$ cat src/rtl/dcache_direct_wb.sv
// Direct-mapped, write-back, write-allocate data cache.
// Single-cycle hits; stalls the core across victim write-back and line fill.
`timescale 1ns/1ps
module dcache_direct_wb #(
  parameter int INDEX_W = 3,
  parameter int TAG_W   = 25
) (
  input  logic         clk,
  input  logic         rst_n,
  input  logic         proc_read,
  input  logic         proc_write,
  input  logic [29:0]  proc_addr,
  input  logic [31:0]  proc_wdata,
  output logic         proc_stall,
  output logic [31:0]  proc_rdata,
  output logic         mem_read,
  output logic         mem_write,
  output logic [27:0]  mem_addr,
  output logic [127:0] mem_wdata,
  input  logic [127:0] mem_rdata,
  input  logic         mem_ready
);
  localparam int LINES = 2**INDEX_W;

  typedef enum logic [1:0] {
    IDLE,
    WRITEBACK,
    ALLOCATE
  } state_t;

  state_t state_q, state_d;

  logic [LINES-1:0] valid_q;
  logic [LINES-1:0] dirty_q;
  logic [TAG_W-1:0] tag_q  [LINES];
  logic [127:0]     data_q [LINES];

  logic [1:0]         off;
  logic [6:0]         off_bit;
  logic [INDEX_W-1:0] idx;
  logic [TAG_W-1:0]   tag;
  logic [127:0]       line;
  logic [127:0]       line_wr;
  logic               req;
  logic               hit;
  logic               wr_hit;
  logic               wb_done;
  logic               fill;

  assign off     = proc_addr[1:0];
  assign off_bit = {off, 5'b0};
  assign idx     = proc_addr[INDEX_W+1:2];
  assign tag     = proc_addr[29:INDEX_W+2];
  assign line    = data_q[idx];
  assign req     = proc_read | proc_write;
  assign hit     = valid_q[idx] & (tag_q[idx] == tag);
  assign wb_done = (state_q == WRITEBACK) & mem_ready;
  assign fill    = (state_q == ALLOCATE) & mem_ready;

  always_comb begin
    line_wr = line;
    line_wr[off_bit +: 32] = proc_wdata;
  end

  always_comb begin
    state_d    = state_q;
    proc_stall = 1'b0;
    proc_rdata = '0;
    mem_read   = 1'b0;
    mem_write  = 1'b0;
    mem_addr   = '0;
    mem_wdata  = '0;
    wr_hit     = 1'b0;
    unique case (state_q)
      IDLE: begin
        if (req && hit) begin
          wr_hit = proc_write;
          if (!proc_write) proc_rdata = line[off_bit +: 32];
        end else if (req) begin
          proc_stall = 1'b1;
          state_d = (valid_q[idx] & dirty_q[idx]) ? WRITEBACK : ALLOCATE;
        end
      end
      WRITEBACK: begin
        proc_stall = 1'b1;
        mem_write  = 1'b1;
        mem_addr   = {tag_q[idx], idx};
        mem_wdata  = line;
        if (mem_ready) state_d = ALLOCATE;
      end
      ALLOCATE: begin
        proc_stall = 1'b1;
        mem_read   = 1'b1;
        mem_addr   = proc_addr[29:2];
        if (mem_ready) state_d = IDLE;
      end
      default: state_d = IDLE;
    endcase
    // Core sees a quiet cache for the whole reset window, even mid-request.
    if (!rst_n) begin
      proc_stall = 1'b0;
      proc_rdata = '0;
    end
  end

  always_ff @(posedge clk or negedge rst_n) begin
    if (!rst_n) begin
      state_q <= IDLE;
      valid_q <= '0;
      dirty_q <= '0;
    end else begin
      state_q <= state_d;
      if (wr_hit) dirty_q[idx] <= 1'b1;
      if (wb_done) dirty_q[idx] <= 1'b0;
      if (fill) begin
        valid_q[idx] <= 1'b1;
        dirty_q[idx] <= 1'b0;
      end
    end
  end

  always_ff @(posedge clk) begin
    if (fill) begin
      data_q[idx] <= mem_rdata;
      tag_q[idx]  <= tag;
    end else if (wr_hit) begin
      data_q[idx] <= line_wr;
    end
  end

endmodule
$ cat config.mk
export PLATFORM = sky130hd
export DESIGN_NAME = dcache_direct_wb
export DESIGN_NICKNAME = d
export VERILOG_FILES = /design/src/rtl/dcache_direct_wb.sv
export SDC_FILE = /design/constraint.sdc
export NUM_CORES = 1
export LEC_CHECK = 0
export CAP_MARGIN = 20
export CORE_MARGIN = 2
export CORE_UTILIZATION = 50
export DETAILED_ROUTE_END_ITERATION = 10
export HOLD_SLACK_MARGIN = 0.08
export PLACE_DENSITY = 0.71
export SYNTH_ARGS = -nofsm -noshare
export SYNTH_HDL_FRONTEND = slang
export SYNTH_SLANG_ARGS = --single-unit
$ cat constraint.sdc
create_clock -name clk -period 11.6 [get_ports clk]
set_input_delay 1.16 -clock clk [delete_from_list [all_inputs] [get_ports clk]]
set_output_delay 1.16 -clock clk [all_outputs]
set_load 0.005 [all_outputs]
==> results of run 1 <==
## stage by stage
| stage | setup slack (ns) | area [um^2] |
|---|---|---|
| 2_1_floorplan | 1.651 | 51310 |
| 3_3_place_gp | 4.209 | 56600 |
| 3_5_place_dp | 4.153 | 56600 |
| 4_1_cts | 4.136 | 60460 |
| 5_1_grt | 3.935 | 60520 |
| 6_report | 4.128 | 60520 |
## placed cells by master (no fill, tap or decap), types with 26 or more instances in the layout
cell	n
a21oi_1	53
a221oi_1	27
a22oi_1	286
and3_1	34
and4_1	37
buf_4	60
clkbuf_16	121
clkdlybuf4s50_1	382
clkinv_1	32
edfxtp_1	1224
mux2_1	131
mux2_2	98
mux2i_1	117
mux4_2	45
nand2_1	216
nor2_1	249
o211ai_1	26
o21ai_0	187
## worst paths after layout
| check | from | end | cells past startpoint |
|---|---|---|---|
| hold / removal | valid_q[5]$_DFFE_PN0P_ | valid_q[5]$_DFFE_PN0P_ | 1 |
| setup reg to reg | tag_q[2][6]$_DFFE_PP_ | data_q[6][108]$_DFFE_PP_ | 8 |
| hold reg to reg | valid_q[5]$_DFFE_PN0P_ | valid_q[5]$_DFFE_PN0P_ | 1 |
| min in group asynchronous | rst_n | state_q[1]$_DFFE_PN0P_ | 1 |
| max in group asynchronous | rst_n | valid_q[7]$_DFFE_PN0P_ | 2 |
| setup / recovery | proc_addr[4] | proc_rdata[7] | 10 |
## state kept, by name, indices dropped and copies added, names as in the netlist
name / cells
data_q: 1024
tag_q: 200
state_q: 2
valid_q: 8
dirty_q: 8
## cell families (layout without fill, tap and decap cells)
logic type,count (synthesis),after routing,share of synthesized area (%)
other cells,0,2,0
xor+xnor,10,10,0.1707
simple gates,669,669,6.096
buf+inv,232,685,2.116
mux,392,392,9.327
fa+ha+maj,9,9,0.2195
compound gates,715,715,9.566
flops,1242,1242,72.51
## power by group
| part | switching, uW | total [uW] | internal [uW] |
|---|---|---|---|
| Combinational | 641 | 1020 | 378 |
| Clock | 1630 | 3820 | 2180 |
| Sequential | 37.1 | 5140 | 5100 |
| Total | 2310 | 9980 | 7670 |
## area by class of cell
cell class                 count  area, um^2  share of cell area (%)
clock inverter                75       732.0                   1.209
multi-input combinational   1795       13240                   21.88
antenna                        2       5.005                0.008269
tap                         1368        1712                   2.828
timing repair buffer         450        4436                   7.328
inverter                      13       55.05                 0.09096
sequential                  1242       37210                   61.47
clock buffer                 147        3136                   5.181
## routing by layer
layer,track usage (%),vias up,wire (um)
met4,9.575,10,5047
met2,41.89,2026,67210
met1,37.62,16280,57680
met5,0,-,69
li1,-,13650,-
met3,7.163,305,16560
==> flow_summary.toml, run 1 <==
[cells_and_area]
layout.nets = 3826
fin_cells = 5092
drive_above_1_share_pct = 11.69
syn_to_final_growth_pct = 17.95
postLayoutCoreUtil_pct = 59.49
fill_cells = 7533

[die]
io-pin-count = 386
start_util_pct = 50.44
die_w_um = 324.4
die_area_um2 = 105200
num_rows = 117
core_um2 = 101700
die_y_um = 324.4

[worst_setup_path]
critical_path.most_common_cell = "buf_4"
path_delay_family = "buffers and inverters"
cpMaxStageDelayCell = "and3_4"
critical_path_class = "primary input to output port"
cp.arrival_ns = 6.31
cp.buffers_inverters = 5
cp.required_ns = 10.44
slowest_delay_ns = 0.73
start_kind = "primary input"
worstPathMaxFanout = 122
path_cells = "buf_8 -> buf_12 -> and3_4 -> buf_4 -> buf_4 -> a22oi_1 -> o221a_2 -> mux4_2 -> nor2_1 -> clkdlybuf4s50_1"
r2r_slack_ns = 6.34
setup.worst_path.end_class = "output port"

[place]
dp_cells = 4866
port_buffers = 385
place.gp.congestion = 0.8850
dp_hpwl_mm = 84.20

[power]
peakVddDrop_v = 0.0001312
p_total_uw = 9980
p_per_area_nw_per_um2 = 164.9
leakagePower_uw = 0.01910

[grt]
grt_antenna_before_repair = 7
grt_max_degree = 129
grt_first_pass_wirelength_mm = 212.3
grt_overflow_total = 0
grt.total_usage_pct = 27.21
grt_pass1_vias = 31360

[logic_synthesis]
synthCells = 3269
synth_top_area_share_pct = 71.63
synth_cell_type_count = 71
syn_nets = 3473
async_flop_share_pct = 1.449
synth.most_common_cell = "edfxtp_1"
synthFlopType = "edfxtp_1"
synth_largest_area_cell = "edfxtp_1"
synth_edf_count = 1224
yosys_register_bits = 1242
ys_seq_area_share_pct = 72.51
synth.cells.most_frequent = "edfxtp_1, a22oi_1, nor2_1"
syn_area_um2 = 51310
ys.warnings.count = 0
synth.avg_cell_area_um2 = 15.70
synthTopCellsByArea = "edfxtp_1, a22oi_1, mux2_1"

[clock_tree]
clkTransAtPathRegs_ns = 0.06
cts_hold_buf = 0
htreeDepth = 3
cts_buffer_depth = 3
root_buffer = "clkbuf_16"
postCtsSetupRepairBufs = 0
cts_buffers = 120
post_cts_resized = 0
cts_tree = "done"
clkSinkCount = 1242
clk_latency_ns = 0.73

[sta]
finalCritPeriodShare_pct = 64.41
hold_viol = 0
final_max_slew_viol_count = 0
setup_violations = 0
max_clock_freq_mhz = 133.8
tns_ns = 0
finalCriticalPeriod_ns = 7.472
rsz0062_at_grt = "no"
hold_slack_ns = 0.4693
fin_worst_skew_ns = 0.07090
worst_pin_slew_ns = 1.186
slew_headroom_pct = 20.92

[status]
status = "finished clean"

[routing]
totalWireLength_mm = 146.6
vias = 32270
drt_pass1_iterations = 6
drc_errors = 0
avgRoutedWirePerCell_um = 28.78
via_per_inst = 6.337
detail_route.iter0.violations = 4289
route.antenna.remaining_nets = 0

[min_path]
hp-class = "flop to flop"

[flow_run]
drv_cap = 0
(Power assumes the default switching activity.)
==> run 2, diff against run 1 <==
Settings changed: PLACE_DENSITY 0.71 to 0.68.
Clock period 11.6 ns to 7.21 ns, I/O delays scaled along.
==> run 2 against run 1 <==
  * Largest cell class unchanged
  * Highest routed layer unchanged
  * Utilization is 0.97 points higher
  * Critical path type unchanged
  * Die area stayed put
  * First-iteration DRC count is 4.6% lower
  * Largest power group unchanged
  * Count of clock-buffer cells in the layout is 19 higher
  * Combinational power is 64% higher
  * Hold slack worse by 0.088 ns
==> flow_summary.toml, run 2 (same netlist as run 1, synthesis figures left out) <==
[cells_and_area]
reg_top3 = "data_q (1024), tag_q (200)"
layout.nets = 3874
stdcell_area_um2 = 61510
final_common_cell = "edfxtp_1"
drive_above_1_share_pct = 13.16
syn_to_final_growth_pct = 19.87
largest-register = "data_q"
final_cell_mix = "edfxtp_1, clkdlybuf4s50_1, a22oi_1"
largest_register_ffs = 1024

[clock_tree]
clk_latency_ns = 0.74
cts_tree = "done"
cts_hold_buf = 0
root_buffer = "clkbuf_16"
postCtsSetupRepairBufs = 0
post_cts_resized = 0
htreeDepth = 4
cts_buffer_depth = 3
clkTransAtPathRegs_ns = 0.06
cts_buffers = 131
clkSinkCount = 1242

[sta]
rsz0062_at_grt = "no"
finalCritPeriodShare_pct = 83.53
setup_violations = 0
hold_viol = 0
final_max_slew_viol_count = 0
fin_worst_skew_ns = 0.03631
max_clock_freq_mhz = 166.0
finalCriticalPeriod_ns = 6.023
slew_headroom_pct = 17.48
worst_pin_slew_ns = 1.207

[place]
place.gp.congestion = 0.8804
port_buffers = 385
dpl_cell_area_um2 = 57220
dp_hpwl_mm = 88.89

[worst_setup_path]
start_kind = "primary input"
cp.required_ns = 6.49
setup.worst_path.end_class = "output port"
worstPathMaxFanout = 64
critical_path_class = "primary input to output port"
cp.arrival_ns = 5.30

[grt]
grt_first_pass_wirelength_mm = 218.4
grt_pass1_vias = 31460
grt_max_degree = 131
grt_antenna_before_repair = 12
grt_overflow_total = 0
grt.total_usage_pct = 28.23

[routing]
totalWireLength_mm = 151.3
drt_pass1_iterations = 6
avgRoutedWirePerCell_um = 29.38
drc_errors = 0
detail_route.iter0.violations = 4091
route.antenna.remaining_nets = 0
via_per_inst = 6.294
vias = 32410

[die]
die_w_um = 324.4
core_um2 = 101700
io-pin-count = 386
start_util_pct = 50.44
die_y_um = 324.4
die_area_um2 = 105200
num_rows = 117

[flow_run]
drv_cap = 0

[power]
p_per_area_nw_per_um2 = 268.7
peakVddDrop_v = 0.0002154
p_total_uw = 16530
leakagePower_uw = 0.01956

[status]
status = "finished clean"

[min_path]
hp-class = "primary input to async pin"
## run 2: cell types whose count changed in the layout (fill, tap and decap cells not counted), sizes merged
cell / previous run / this run
inv: 15 / 19
clkinv: 56 / 58
clkbuf: 147 / 167
bufinv: 12 / 8
diode: 2 / 5
clkinvlp: 5 / 2
buf: 68 / 104
## run 2: final cells by class
cell class | instances | area (um^2)
clock buffers | 166 | 3587
diodes | 5 | 12.51
flip-flops and latches | 1242 | 37210
multi-input cells | 1795 | 13240
fillers | 7532 | 40230
repair buffers | 487 | 5061
clock inverters | 74 | 633.1
inverters | 13 | 55.05
well taps | 1368 | 1712
## run 2: worst max-delay path, stage by stage
cell,delay (ns)
buf_6,0.52
buf_4,0.56
mux2_2,0.39
a2bb2oi_1,0.17
and3b_1,0.20
nor3_1,0.35
nand4bb_1,0.23
nor4_4,0.43
nand3_4,0.48
buf_4,0.40
nor2_1,0.15
clkdlybuf4s50_1,0.51
## run 2: path summary, 6_finish.rpt
check | to | depth (start not counted) | from | slack, ns
max | proc_rdata[28] | 12 | proc_addr[2] | 1.19
min | valid_q[5]$_DFFE_PN0P_ | 2 | rst_n | 0.38
max reg2reg | data_q[6][88]$_DFFE_PP_ | 10 | tag_q[6][17]$_DFFE_PP_ | 2.91
min reg2reg | valid_q[5]$_DFFE_PN0P_ | 1 | valid_q[5]$_DFFE_PN0P_ | 0.47
max in group asynchronous | dirty_q[7]$_DFF_PN0_ | 2 | rst_n | 6.66
min in group clk | valid_q[5]$_DFFE_PN0P_ | 1 | valid_q[5]$_DFFE_PN0P_ | 0.47
## run 2: through the flow
| step | worst slack (ns) | instances | util [%] | setup TNS (ns) | hold WS [ns] |
|---|---|---|---|---|---|
| after global routing | 0.9846 | 5145 | 60.45 | 0 | 0.3692 |
| final | 1.187 | 5150 | 60.46 | 0 | 0.3815 |
| after global placement | 1.280 | 4902 | 56.23 | 0 | 0.4498 |
| after floorplan | -2.300 | 3269 | - | -1761.71 | 0.4254 |
| after detailed placement | 1.211 | 4903 | 56.25 | 0 | 0.4530 |
| after CTS | 1.146 | 5143 | 60.39 | 0 | 0.4683 |
## run 2: layer usage
| layer | track usage, % | up-vias | routed length, um |
|---|---|---|---|
| li1 | - | 13770 | - |
| met2 | 43.68 | 1882 | 69490 |
| met3 | 5.905 | 301 | 15950 |
| met5 | 0 | - | 51 |
| met1 | 39.83 | 16460 | 60730 |
| met4 | 10.12 | 8 | 5081 |
## run 2: where the power goes
group	switching (uW)	internal (uW)	leakage (uW)
sequential	59.1	8210	0.0113
clock	2760	3830	0.00208
combinational	1030	634	0.00621
